--- src/rtl/boton_pulso_gen.sv ---
// boton_pulso_gen
//   Front end for the button-driven sequencer. It synchronizes and debounces
//   a raw push-button, then emits clean one-cycle press pulses. While the
//   button is held, it can also emit auto-repeat pulses.
//
// Parameters:
//   DEB_CYCLES - consecutive synchronized samples needed to accept a level change
//   REP_EN     - 1 enables auto-repeat while the button is held
//   REP_DELAY  - cycles from the press pulse to the first repeat pulse
//   REP_RATE   - cycles between subsequent repeat pulses
//
// Ports:
//   clk       - system clock, rising edge
//   reset     - asynchronous, active-high reset
//   boton_raw - raw button level; asynchronous to clk and may bounce
//   pulso     - one-cycle pulse per accepted press or repeat
//   estable   - debounced button level
//   cuenta    - number of pulso assertions, modulo 8
module boton_pulso_gen #(
  parameter int DEB_CYCLES = 4,
  parameter int REP_EN     = 1,
  parameter int REP_DELAY  = 16,
  parameter int REP_RATE   = 8
) (
  input  logic       clk,
  input  logic       reset,
  input  logic       boton_raw,
  output logic       pulso,
  output logic       estable,
  output logic [2:0] cuenta
);

  localparam int CMAX = (DEB_CYCLES > REP_DELAY) ? DEB_CYCLES : REP_DELAY;
  localparam int CW   = $clog2(CMAX + 1);

  localparam logic [CW-1:0] DEB_LAST  = CW'(DEB_CYCLES - 1);
  localparam logic [CW-1:0] REP_LAST  = CW'(REP_DELAY - 1);
  localparam logic [CW-1:0] REP_MAX   = CW'(REP_DELAY);
  // The hold timer is reloaded here after a repeat, so the next repeat
  // arrives REP_RATE cycles later. If REP_RATE exceeds REP_DELAY, the reload
  // value is clamped to zero.
  localparam logic [CW-1:0] REP_RELOAD =
    (REP_RATE >= REP_DELAY) ? '0 : CW'(REP_DELAY - REP_RATE);

  typedef enum logic [1:0] {
    IDLE,
    DEB_PRESS,
    PRESSED,
    DEB_RELEASE
  } state_t;

  logic          s1, s2;
  state_t        state_q, state_d;
  logic [CW-1:0] dcnt_q, dcnt_d;
  logic [CW-1:0] hcnt_q, hcnt_d;
  logic          pulso_q, pulso_d;
  logic          estable_q, estable_d;
  logic [2:0]    cuenta_q, cuenta_d;

  // Two-flop synchronizer. Only s2 is used by the rest of the design.
  always_ff @(posedge clk or posedge reset) begin
    if (reset) begin
      s1 <= 1'b0;
      s2 <= 1'b0;
    end else begin
      s1 <= boton_raw;
      s2 <= s1;
    end
  end

  // State register. All outputs are taken directly from registers.
  always_ff @(posedge clk or posedge reset) begin
    if (reset) begin
      state_q   <= IDLE;
      dcnt_q    <= '0;
      hcnt_q    <= '0;
      pulso_q   <= 1'b0;
      estable_q <= 1'b0;
      cuenta_q  <= 3'd0;
    end else begin
      state_q   <= state_d;
      dcnt_q    <= dcnt_d;
      hcnt_q    <= hcnt_d;
      pulso_q   <= pulso_d;
      estable_q <= estable_d;
      cuenta_q  <= cuenta_d;
    end
  end

  // Next-state logic for the debounce and repeat FSM.
  // A repeat is suppressed if pulso is already high, so pulso can never be
  // high for two consecutive cycles, even when REP_DELAY is 1.
  always_comb begin
    state_d   = state_q;
    dcnt_d    = dcnt_q;
    hcnt_d    = hcnt_q;
    pulso_d   = 1'b0;
    estable_d = estable_q;
    cuenta_d  = cuenta_q;

    case (state_q)
      IDLE: begin
        if (s2) begin
          if (DEB_CYCLES == 1) begin
            state_d   = PRESSED;
            estable_d = 1'b1;
            pulso_d   = 1'b1;
            hcnt_d    = '0;
            dcnt_d    = '0;
          end else begin
            state_d = DEB_PRESS;
            dcnt_d  = CW'(1);
          end
        end
      end

      DEB_PRESS: begin
        if (!s2) begin
          state_d = IDLE;
          dcnt_d  = '0;
        end else if (dcnt_q == DEB_LAST) begin
          state_d   = PRESSED;
          estable_d = 1'b1;
          pulso_d   = 1'b1;
          hcnt_d    = '0;
          dcnt_d    = '0;
        end else begin
          dcnt_d = dcnt_q + CW'(1);
        end
      end

      PRESSED: begin
        if (!s2) begin
          if (DEB_CYCLES == 1) begin
            state_d   = IDLE;
            estable_d = 1'b0;
            dcnt_d    = '0;
          end else begin
            state_d = DEB_RELEASE;
            dcnt_d  = CW'(1);
          end
        end else if (REP_EN != 0) begin
          if (hcnt_q == REP_LAST) begin
            hcnt_d  = REP_RELOAD;
            pulso_d = !pulso_q;
          end else begin
            hcnt_d = hcnt_q + CW'(1);
          end
        end else if (hcnt_q != REP_MAX) begin
          hcnt_d = hcnt_q + CW'(1);
        end
      end

      DEB_RELEASE: begin
        if (s2) begin
          state_d = PRESSED;
          hcnt_d  = '0;
          dcnt_d  = '0;
        end else if (dcnt_q == DEB_LAST) begin
          state_d   = IDLE;
          estable_d = 1'b0;
          dcnt_d    = '0;
        end else begin
          dcnt_d = dcnt_q + CW'(1);
        end
      end

      default: begin
        state_d = IDLE;
      end
    endcase

    if (pulso_d) begin
      cuenta_d = cuenta_q + 3'd1;
    end
  end

  assign pulso   = pulso_q;
  assign estable = estable_q;
  assign cuenta  = cuenta_q;

endmodule

--- config.mk ---
export PLATFORM = sky130hd
export DESIGN_NAME = boton_pulso_gen
export DESIGN_NICKNAME = d
export VERILOG_FILES = /design/src/rtl/boton_pulso_gen.sv
export SDC_FILE = /design/constraint.sdc
export NUM_CORES = 1
export LEC_CHECK = 0
export BUFFER_PORTS_ARGS = -buffer_cell sky130_fd_sc_hd__buf_4
export CAP_MARGIN = 20
export CORE_MARGIN = 2
export CORE_UTILIZATION = 30
export DETAILED_ROUTE_END_ITERATION = 8
export SKIP_LAST_GASP = 1
export SLEW_MARGIN = 20
export SYNTH_ARGS = -nofsm -noshare
export SYNTH_HDL_FRONTEND = slang
export SYNTH_SLANG_ARGS = --single-unit
export TNS_END_PERCENT = 5
--- constraint.sdc ---
create_clock -name clk -period 1.8 [get_ports clk]
set_input_delay 0.36 -clock clk [delete_from_list [all_inputs] [get_ports clk]]
set_output_delay 0.36 -clock clk [all_outputs]
set_load 0.01 [all_outputs]
==> results of run 1 <==
==> sequential cells by signal, summed over array words and instances, names as in the netlist, named ones only <==
name / cells
s1: 1
dcnt_q: 5
state_q: 1
estable: 1
s2: 1
cuenta: 3
pulso: 1
hcnt_q: 5
==> cell families (layout without fill, tap and decap cells) <==
logic type,Yosys count,after routing,share of synthesized area [%]
simple gates,30,30,17.3
compound gates,25,25,17.0
flops,19,19,46.2
buf+inv,9,30,4.26
fa+ha+maj,7,7,8.52
mux,4,4,4.99
xor+xnor,2,2,1.70
==> worst paths after layout <==
kind / end / slack, ns / cells past startpoint
min in group clk: s1 / 0.17 / 1
setup reg to reg: cuenta[1] / 0.01 / 5
hold / removal: hcnt_q[2] / 0.07 / 3
max in group asynchronous: hcnt_q[1] / 1.53 / 3
setup / recovery: cuenta[1] / 0.01 / 5
hold reg to reg: s2 / 0.36 / 0
==> layer usage <==
metal | global-route usage (%) | wire length (um) | vias up
met5 | 0 | 0 | -
met4 | 5.83 | 47 | 0
met3 | 1.80 | 31 | 4
met2 | 19.2 | 1020 | 6
met1 | 13.7 | 869 | 385
li1 | - | - | 394
==> cells in the mapped netlist, types with 3 or more instances <==
cell / number
dfrtp_1: 19
nand3_1: 3
nand2_1: 9
a21oi_1: 5
ha_1: 7
inv_1: 6
o21ai_0: 6
==> metrics by stage <==
step           total power [mW]  instance area [um2]  utilization [%]  setup slack [ns]  hold slack (ns)
2_1_floorplan              1.23                 1030                -            0.0201            0.311
4_1_cts                    1.80                 1240             37.5          0.000242           0.0713
5_1_grt                    2.21                 1330             40.2           -0.0898           0.0900
3_5_place_dp               1.56                 1210             36.5           -0.0706            0.343
6_report                   2.01                 1330             40.2            0.0108           0.0741
3_3_place_gp               1.51                 1210             36.5           -0.0314            0.336
==> layout make-up <==
type / instances / area (um2) / share of cell area [%]
Tap cell: 46 / 57.6 / 4.32
Timing Repair Buffer: 20 / 150 / 11.3
Clock buffer: 3 / 22.5 / 1.69
Inverter: 6 / 22.5 / 1.69
Multi-Input combinational cell: 68 / 599 / 45.0
Sequential cell: 19 / 475 / 35.7
Clock inverter: 1 / 5.00 / 0.376
==> placed cells by master (no fill, tap or decap), types with 2 or more instances in the layout <==
| master | count |
|---|---|
| a21oi_1 | 5 |
| a31oi_1 | 2 |
| buf_4 | 20 |
| clkbuf_4 | 3 |
| dfrtp_1 | 19 |
| ha_1 | 3 |
| ha_2 | 2 |
| ha_4 | 2 |
| inv_1 | 5 |
| mux2_4 | 2 |
| nand2_1 | 9 |
| nand3_1 | 3 |
| nand3_2 | 2 |
| nand4_1 | 2 |
| nor2_1 | 2 |
| o21a_1 | 2 |
| o21ai_0 | 6 |
| or3_1 | 2 |
| xnor2_1 | 2 |
==> power by group through the flow <==
stage | registers (mW) | clock network, mW | logic (mW)
after floorplan | 0.614 | 0 | 0.616
after global placement | 0.596 | 0 | 0.912
after detailed placement | 0.606 | 0 | 0.950
after CTS | 0.597 | 0.232 | 0.969
after global routing | 0.613 | 0.243 | 1.35
final | 0.601 | 0.211 | 1.20
==> what timing repair did <==
action,4_1_cts,5_1_grt
setup buffers,0,1
cloned,0,0
gates resized for setup,1,14
pin swaps,0,3
endpoints found under the setup margin,2,9
hold buffers,0,0
==> worst reg2reg max path: stages (launching register included) <==
cell and delay (ns):
dfrtp_1 0.38, ha_2 0.20, or4b_4 0.53, o22ai_4 0.14, nand3_2 0.11, mux2_4 0.32
==> flow_summary_export.csv, run 1 <==
group,metric,value,unit
clock_tree,cts_tree,"built",
yosys,synth_top_cell_by_area,"dfrtp_1",
floorplanning,die_w,62.6,um
clock_tree,path_clk_slew,0.10,ns
layout,fin_nets,128,
yosys,ys_seq_area_share,46.2,%
critical_path,worstSetupStartpointType,"register",
yosys,synth_enable_flop_cells,0,
critical_path,cp.required,1.99,ns
global_route,antenna_found_initial,0,
critical_path,worstReg2RegStart,"dcnt_q[1]",
critical_path,end_kind,"register",
global_route,grt_pass1_wl,3550,um
yosys,synth_seq_cells,19,
layout,syn_to_final_growth,29.6,%
floorplanning,start_util,31.1,%
floorplanning,dieArea,3910,um2
power,leakage,0.590,nW
critical_path,arrival,1.98,ns
sta,finalCriticalPeriod,1.79,ns
detailed_routing,drt_iter0_drc,39,
floorplanning,io_pins,8,
power,power_frac_clock,10.5,%
power,p_int,1.21,mW
sta,slew_violations,0,
yosys,synth_top_cell_area_share,46.2,%
placement,routabilityCongestion,0.732,
clock_tree,cts_buffer_depth,2,
detailed_routing,route.antenna.remaining_nets,0,
layout,drive_gt1_share,35.0,%
clock_tree,cts_max_level,1,
layout,layout.cells.non_filler,163,
critical_path,slowest_delay,0.53,ns
clock_tree,cts-root-buf,"clkbuf_4",
detailed_routing,drcViolationCount,0,
power,netSwitchingFraction,39.9,%
sta,relSlewSlack,74.4,%
detailed_routing,firstDrtPassIters,4,
sta,fmax,0.559,GHz
power,peakVddDrop,0.464,mV
run_status,status,"finished clean",
floorplanning,std_cell_rows,21,
yosys,synth_cell_types,38,
critical_path,slowest_stage,"or4b_4",
placement,post-place-cells,158,
yosys,synth_area,1030,um2
detailed_routing,wirelength,1970,um
sta,tns,0,ns
global_route,overflow,0,
floorplanning,fp.dieH,62.6,um
yosys,syn_nets,106,
global_route,gr-usage-all-layers,11.3,%
placement,portBuffers,7,
detailed_routing,vias_per_cell,4.84,
critical_path,startpoint,"dcnt_q[1]",
yosys,ys_warn_count,0,
sta,hold_violations,0,
detailed_routing,vias,789,
critical_path,critPathMaxFanout,4,
clock_tree,clk_latency,0.29,ns
critical_path,worst-path-buf-inv,0,
power,powerDensity,1510,nW/um2
yosys,synth_area_leaders,"dfrtp_1 (46%), ha_1 (8.5%), nand2_1 (3.3%)",
sta,min_period_over_period,99.4,%
yosys,synth_flop_cell,"dfrtp_1",
yosys,post_synth.cell_area_avg,10.7,um2
global_route,first_global_vias,813,
sta,setup_violations,0,
yosys,ys_async_sr_fraction,100,%
yosys,synthCells,96,
floorplanning,core,3310,um2
power,p_switching,802,uW
placement,hpwlAfterDp,1490,um
clock_tree,cts_buffers,3,
global_route,grt_max_degree,20,
sta,rsz0062_at_grt,"true",
power,pwr-share-comb,59.6,%
layout,fill_cells,341,
critical_path,cp_top_family,"simple AND/OR/NAND/NOR gates",
power,power_frac_seq,29.9,%
hold_path,hp-class,"input port to async pin",
sta,skew,0.00178,ns
critical_path,crit_chain,"ha_2 > or4b_4 > o22ai_4 > nand3_2 > mux2_4",
detailed_routing,wl_per_cell,12.1,um
run,cap_violations,0,
sta,tightest_slew,0.384,ns
critical_path,crit_type,"register to register",
layout,antenna_cells,0,
clock_tree,numClockSinks,19,
(Power assumes the default switching activity.)
==> run 2: changes to the inputs <==
--- a/config.mk
+++ b/config.mk
@@ -5,6 +5,7 @@
 export SDC_FILE = /design/constraint.sdc
 export NUM_CORES = 1
 export LEC_CHECK = 0
+export ABC_AREA = 1
 export BUFFER_PORTS_ARGS = -buffer_cell sky130_fd_sc_hd__buf_4
 export CAP_MARGIN = 20
 export CORE_MARGIN = 2
==> run 2 against run 1 <==
Net effect: critical path depth rose by 4; highest routed layer unchanged; global-route usage fell by 0.12 points; die area rose by 2.6%; sequential power rose by 0.8%.
==> flow_summary_export.csv, run 2 <==
group,metric,value,unit
sta,fmax,0.618,GHz
critical_path,end_kind,"register",
detailed_routing,firstDrtPassIters,4,
layout,layout.cells.non_filler,189,
detailed_routing,vias_per_cell,4.62,
sta,slew_violations,0,
detailed_routing,wl_per_cell,10.1,um
layout,syn_to_final_growth,13.1,%
critical_path,slowest_delay,0.45,ns
clock_tree,numClockSinks,19,
critical_path,slowest_stage,"dfrtp_1",
yosys,synth_area_leaders,"dfrtp_1 (45%), nand2_1 (12%), ha_1 (8.3%)",
detailed_routing,drcViolationCount,0,
power,peakVddDrop,0.527,mV
yosys,synth_commonest_cells,"nand2_1 (35), dfrtp_1 (19), nand3_1 (15)",
yosys,ys_seq_area_share,45.0,%
clock_tree,cts_resized,0,
yosys,synth_seq_cells,19,
clock_tree,cts_buffers,3,
critical_path,rr_worst_depth,9,
run_status,status,"finished clean",
power,powerDensity,1270,nW/um2
layout,antenna_cells,0,
yosys,synth_enable_flop_cells,0,
placement,routabilityCongestion,0.830,
clock_tree,hold_buffers,0,
sta,setup_ws,0.182,ns
clock_tree,clk_latency,0.30,ns
sta,finalCriticalPeriod,1.62,ns
critical_path,arrival,1.82,ns
global_route,grt_max_degree,20,
power,leakage,0.607,nW
power,power_frac_seq,39.8,%
yosys,ys_warn_count,0,
power,pwr-share-comb,46.0,%
yosys,syn_nets,142,
detailed_routing,wirelength,1920,um
yosys,ys_async_sr_fraction,100,%
critical_path,cp.required,2.00,ns
critical_path,worstSetupStartpointType,"register",
power,p_int,866,uW
critical_path,worstReg2RegStart,"state_q[0]",
yosys,synth_cell_types,21,
floorplanning,die_w,63.4,um
layout,final_common_cell,"nand2_1",
detailed_routing,route.antenna.remaining_nets,0,
floorplanning,std_cell_rows,21,
clock_tree,cts_max_level,1,
floorplanning,dieArea,4020,um2
clock_tree,path_clk_slew,0.10,ns
critical_path,r2r-end,"cuenta[0]",
sta,tightest_slew,0.283,ns
global_route,antenna_found_initial,0,
placement,hpwlAfterDp,1480,um
clock_tree,postCtsSetupBuffers,0,
global_route,grt_pass1_wl,3530,um
power,power_frac_clock,14.2,%
layout,drive_gt1_share,15.4,%
critical_path,crit_chain,"inv_1 > ha_1 > nand2_2 > nor2_1 > nand2_1 > nand2_1 > nand2_1 > nand2_1 > nand2_1",
sta,relSlewSlack,81.2,%
critical_path,cp_common_cell,"nand2_1",
layout,final_cell_mix,"nand2_1 (35), dfrtp_1 (19), nand3_1 (15)",
floorplanning,core,3360,um2
yosys,synthCells,132,
sta,min_period_over_period,89.9,%
power,p_switching,655,uW
yosys,synth_top_cell_area_share,45.0,%
critical_path,crit_type,"register to register",
clock_tree,cts_tree,"built",
yosys,yosysMostFrequentCell,"nand2_1",
layout,fill_cells,380,
floorplanning,start_util,31.4,%
sta,setup_violations,0,
critical_path,critPathMaxFanout,8,
global_route,overflow,0,
sta,tns,0,ns
critical_path,ff2ff_setup_slack,0.18,ns
clock_tree,cts-root-buf,"clkbuf_4",
placement,portBuffers,7,
clock_tree,cts_buffer_depth,2,
floorplanning,io_pins,8,
sta,skew,0.000912,ns
power,netSwitchingFraction,43.1,%
run,cap_violations,0,
detailed_routing,vias,873,
yosys,synth_area,1060,um2
sta,hold_violations,0,
global_route,first_global_vias,820,
yosys,synth_flop_cell,"dfrtp_1",
placement,post-place-cells,185,
sta,rsz0062_at_grt,"false",
layout,fin_nets,154,
detailed_routing,drt_iter0_drc,19,
yosys,synth_top_cell_by_area,"dfrtp_1",
placement,pre_cts_ws,0.184,ns
yosys,post_synth.cell_area_avg,8.01,um2
global_route,gr-usage-all-layers,11.2,%
floorplanning,fp.dieH,63.4,um
hold_path,hp-class,"input port to async pin",
-- run 2: changes by cell type after synthesis, moves of 4 or more --
cell | previous run | this run
nand2_1 | 9 | 35
nand3_1 | 3 | 15
nor2_1 | 2 | 13
o21ai_1 | 0 | 8
inv_1 | 6 | 12
o21ai_0 | 6 | 2
-- run 2: worst max-delay path by stage --
stage / start / depth (start not counted) / end / slack, ns
finish: state_q[0] / 9 / cuenta[0] / 0.18
global route: state_q[0] / 9 / cuenta[1] / 0.004
CTS: state_q[0] / 9 / cuenta[0] / 0.16
detailed placement: state_q[0] / 9 / cuenta[0] / 0.18
global placement: state_q[0] / 9 / cuenta[2] / 0.27
floorplan: state_q[0] / 7 / hcnt_q[0] / 0.39
-- run 2: cell type report --
type                       count  area, um2  share of cell area [%]
multi-input combinational     98        524                    43.8
sequential                    19        475                    39.7
timing repair buffer           8       60.1                    5.02
tap                           46       57.6                    4.81
inverter                      14       52.6                    4.39
clock buffer                   4       26.3                    2.20
-- run 2: critical path: cells and delay by family, from the launching register on --
family	cells	cell delay (ns)
flops	1	0.45
buf+inv	1	0.11
fa+ha+maj	1	0.32
simple gates	7	0.64
-- run 2: kinds of logic after synthesis --
group | share of synthesized area (%)
simple gates | 32.4
flops | 45.0
buf+inv | 5.44
compound gates | 7.22
fa+ha+maj | 8.28
xor+xnor | 1.66
-- run 2: power by group through the flow --
| stage | Combinational, mW | Sequential, mW | Clock [mW] |
|---|---|---|---|
| after CTS | 0.709 | 0.607 | 0.229 |
| after detailed placement | 0.707 | 0.614 | 0 |
| final | 0.699 | 0.606 | 0.216 |
| after floorplan | 0.530 | 0.611 | 0 |
| after global routing | 0.821 | 0.626 | 0.250 |
| after global placement | 0.693 | 0.611 | 0 |
-- run 2: layer usage --
| layer | vias to the layer above | part of all wire [%] | GRT usage [%] |
|---|---|---|---|
| li1 | 448 | - | - |
| met1 | 407 | 49 | 14.2 |
| met2 | 13 | 45 | 17.9 |
| met3 | 5 | 2.8 | 1.79 |
| met4 | 0 | 2.7 | 6.52 |
| met5 | - | 0 | 0 |
-- run 2: stage by stage --
stage | utilization (%) | hold WS, ns | area (um2) | power (mW)
final | 35.6 | 0.0677 | 1200 | 1.52
after global routing | 35.6 | 0.0789 | 1200 | 1.70
after CTS | 35.6 | 0.0713 | 1200 | 1.54
after detailed placement | 34.8 | 0.341 | 1170 | 1.32
after global placement | 34.8 | 0.340 | 1170 | 1.30
after floorplan | - | 0.311 | 1060 | 1.14
==> run 3: changes to the inputs <==
==> constraint.sdc (replaced) <==
create_clock -name clk -period 1.6 [get_ports clk]
set_input_delay 0.32 -clock clk [delete_from_list [all_inputs] [get_ports clk]]
set_output_delay 0.32 -clock clk [all_outputs]
set_load 0.01 [all_outputs]
==> run 3 against run 2 <==
Net effect: non-clock buffer count increased by 1; die area unchanged; setup slack lost 0.077 ns; clock skew about the same; combinational power grew 23%; critical path depth is the same; via count decreased by 1.1%; sequential power grew 13%; worst hold slack worse by 0.037 ns.
==> flow_summary_export.csv, run 3 (same netlist as run 2, synthesis figures left out) <==
group,metric,value,unit
layout,fin_nets,155,
sta,rsz0062_at_grt,"true",
sta,setup_violations,0,
floorplanning,io_pins,8,
clock_tree,numClockSinks,19,
layout,fill_cells,375,
layout,syn_to_final_growth,16.0,%
global_route,grt_max_degree,20,
placement,hpwlAfterDp,1460,um
placement,routabilityCongestion,0.848,
critical_path,end_kind,"register",
layout,drive_gt1_share,20.1,%
run_status,status,"finished clean",
clock_tree,cts_max_level,1,
detailed_routing,drcViolationCount,0,
sta,tightest_slew,0.341,ns
critical_path,cp.required,1.80,ns
critical_path,cp_common_cell,"nand2_1",
critical_path,startpoint,"state_q[0]",
detailed_routing,top_layer,"met4",
power,p_switching,776,uW
power,power_frac_seq,38.4,%
detailed_routing,met1_length,910,um
power,peakVddDrop,0.618,mV
clock_tree,cts_tree,"built",
clock_tree,path_clk_slew,0.10,ns
critical_path,arrival,1.69,ns
detailed_routing,firstDrtPassIters,4,
critical_path,slowest_stage,"dfrtp_2",
sta,finalCriticalPeriod,1.50,ns
clock_tree,cts-root-buf,"clkbuf_4",
global_route,grt_pass1_wl,3590,um
detailed_routing,drt_iter0_drc,18,
power,power_frac_clock,13.5,%
detailed_routing,route.antenna.remaining_nets,0,
critical_path,worstSetupStartpointType,"register",
power,pwr-share-comb,48.1,%
power,netSwitchingFraction,43.4,%
sta,fmax,0.669,GHz
layout,postLayoutCellArea,1230,um2
layout,layout.cells.non_filler,190,
detailed_routing,wl_per_cell,10.1,um
global_route,first_global_vias,856,
critical_path,crit_chain,"inv_1 > ha_2 > nand2_2 > nor2_1 > nand2_1 > nand2_1 > nand2_1 > nand2_1 > nand2_1",
floorplanning,die_w,63.4,um
critical_path,slowest_delay,0.46,ns
global_route,gr-usage-all-layers,11.1,%
floorplanning,start_util,31.4,%
critical_path,worst-path-buf-inv,1,
sta,slew_violations,0,
run,cap_violations,0,
critical_path,r2r-end,"cuenta[1]",
placement,post-place-cells,186,
sta,tns,0,ns
sta,skew,0.00115,ns
clock_tree,clk_latency,0.29,ns
critical_path,ff2ff_setup_slack,0.10,ns
critical_path,cp_top_family,"simple AND/OR/NAND/NOR gates",
sta,min_period_over_period,93.5,%
floorplanning,dieArea,4020,um2
layout,antenna_cells,0,
global_route,antenna_found_initial,0,
global_route,overflow,0,
clock_tree,cts_buffer_depth,2,
layout,final_common_cell,"nand2_1",
sta,holdWs,0.0305,ns
detailed_routing,vias,863,
detailed_routing,wirelength,1920,um
critical_path,crit_type,"register to register",
floorplanning,core,3360,um2
detailed_routing,met3_length,47,um
critical_path,worstReg2RegStart,"state_q[0]",
critical_path,rr_worst_depth,9,
layout,final_cell_mix,"nand2_1 (34), dfrtp_1 (18), nand3_1 (15)",
power,leakage,0.611,nW
placement,place_area,1180,um2
sta,relSlewSlack,77.0,%
critical_path,critPathMaxFanout,6,
power,powerDensity,1460,nW/um2
clock_tree,cts_buffers,3,
placement,portBuffers,7,
power,p_int,1.01,mW
detailed_routing,wl_met2,908,um
hold_path,hp-class,"input port to async pin",
detailed_routing,vias_per_cell,4.54,
sta,hold_violations,0,
floorplanning,std_cell_rows,21,
floorplanning,fp.dieH,63.4,um
[run 3: cell types whose count changed in the layout (fill, tap and decap cells not counted), sizes merged]
| cell | previous run | this run |
|---|---|---|
| buf | 8 | 9 |
[run 3: area by class of cell]
class / count / area, um2 / share of cell area (%)
clock buffers: 4 / 26.3 / 2.14
inverters: 14 / 52.6 / 4.29
multi-input cells: 98 / 546 / 44.5
flip-flops and latches: 19 / 477 / 38.9
well taps: 46 / 57.6 / 4.69
repair buffers: 9 / 67.6 / 5.51
[run 3: worst register-to-register path: stages (launching register included)]
cell and delay, ns:
dfrtp_2 0.46, inv_1 0.10, ha_2 0.23, nand2_2 0.10, nor2_1 0.10, nand2_1 0.06, nand2_1 0.11, nand2_1 0.12
nand2_1 0.08, nand2_1 0.04
[run 3: power by group through the flow]
stage               registers (mW)  clock network (mW)  logic, mW
floorplan                    0.687                   0      0.596
global placement             0.690                   0      0.797
detailed placement           0.695                   0      0.810
CTS                          0.682               0.253      0.818
global route                 0.707               0.267      0.999
finish                       0.686               0.241      0.860
[run 3: worst max-delay path by stage]
stage / end / depth (start not counted)
floorplan: hcnt_q[0] / 7
global placement: cuenta[2] / 9
detailed placement: cuenta[1] / 9
CTS: cuenta[1] / 9
global route: hcnt_q[4] / 8
finish: cuenta[1] / 9
[run 3: repair_timing]
action / in CTS / in global routing
gates resized for setup: 0 / 7
buffers inserted: 0 / 0
endpoints found under the setup margin: 0 / 14
hold buffers: 0 / 0
[run 3: routing by layer]
metal  GRT usage [%]  up-vias
li1                -      448
met2            18.7       11
met5               0        -
met4            5.71        0
met3            1.79        5
met1            13.5      399
[run 3: through the flow]
stage / worst slack, ns / total power, mW / util (%)
detailed placement: 0.0640 / 1.50 / 35.0
floorplan: 0.188 / 1.28 / -
CTS: 0.0682 / 1.75 / 35.8
global route: -0.0282 / 1.97 / 36.5
global placement: 0.112 / 1.49 / 35.0
finish: 0.105 / 1.79 / 36.5
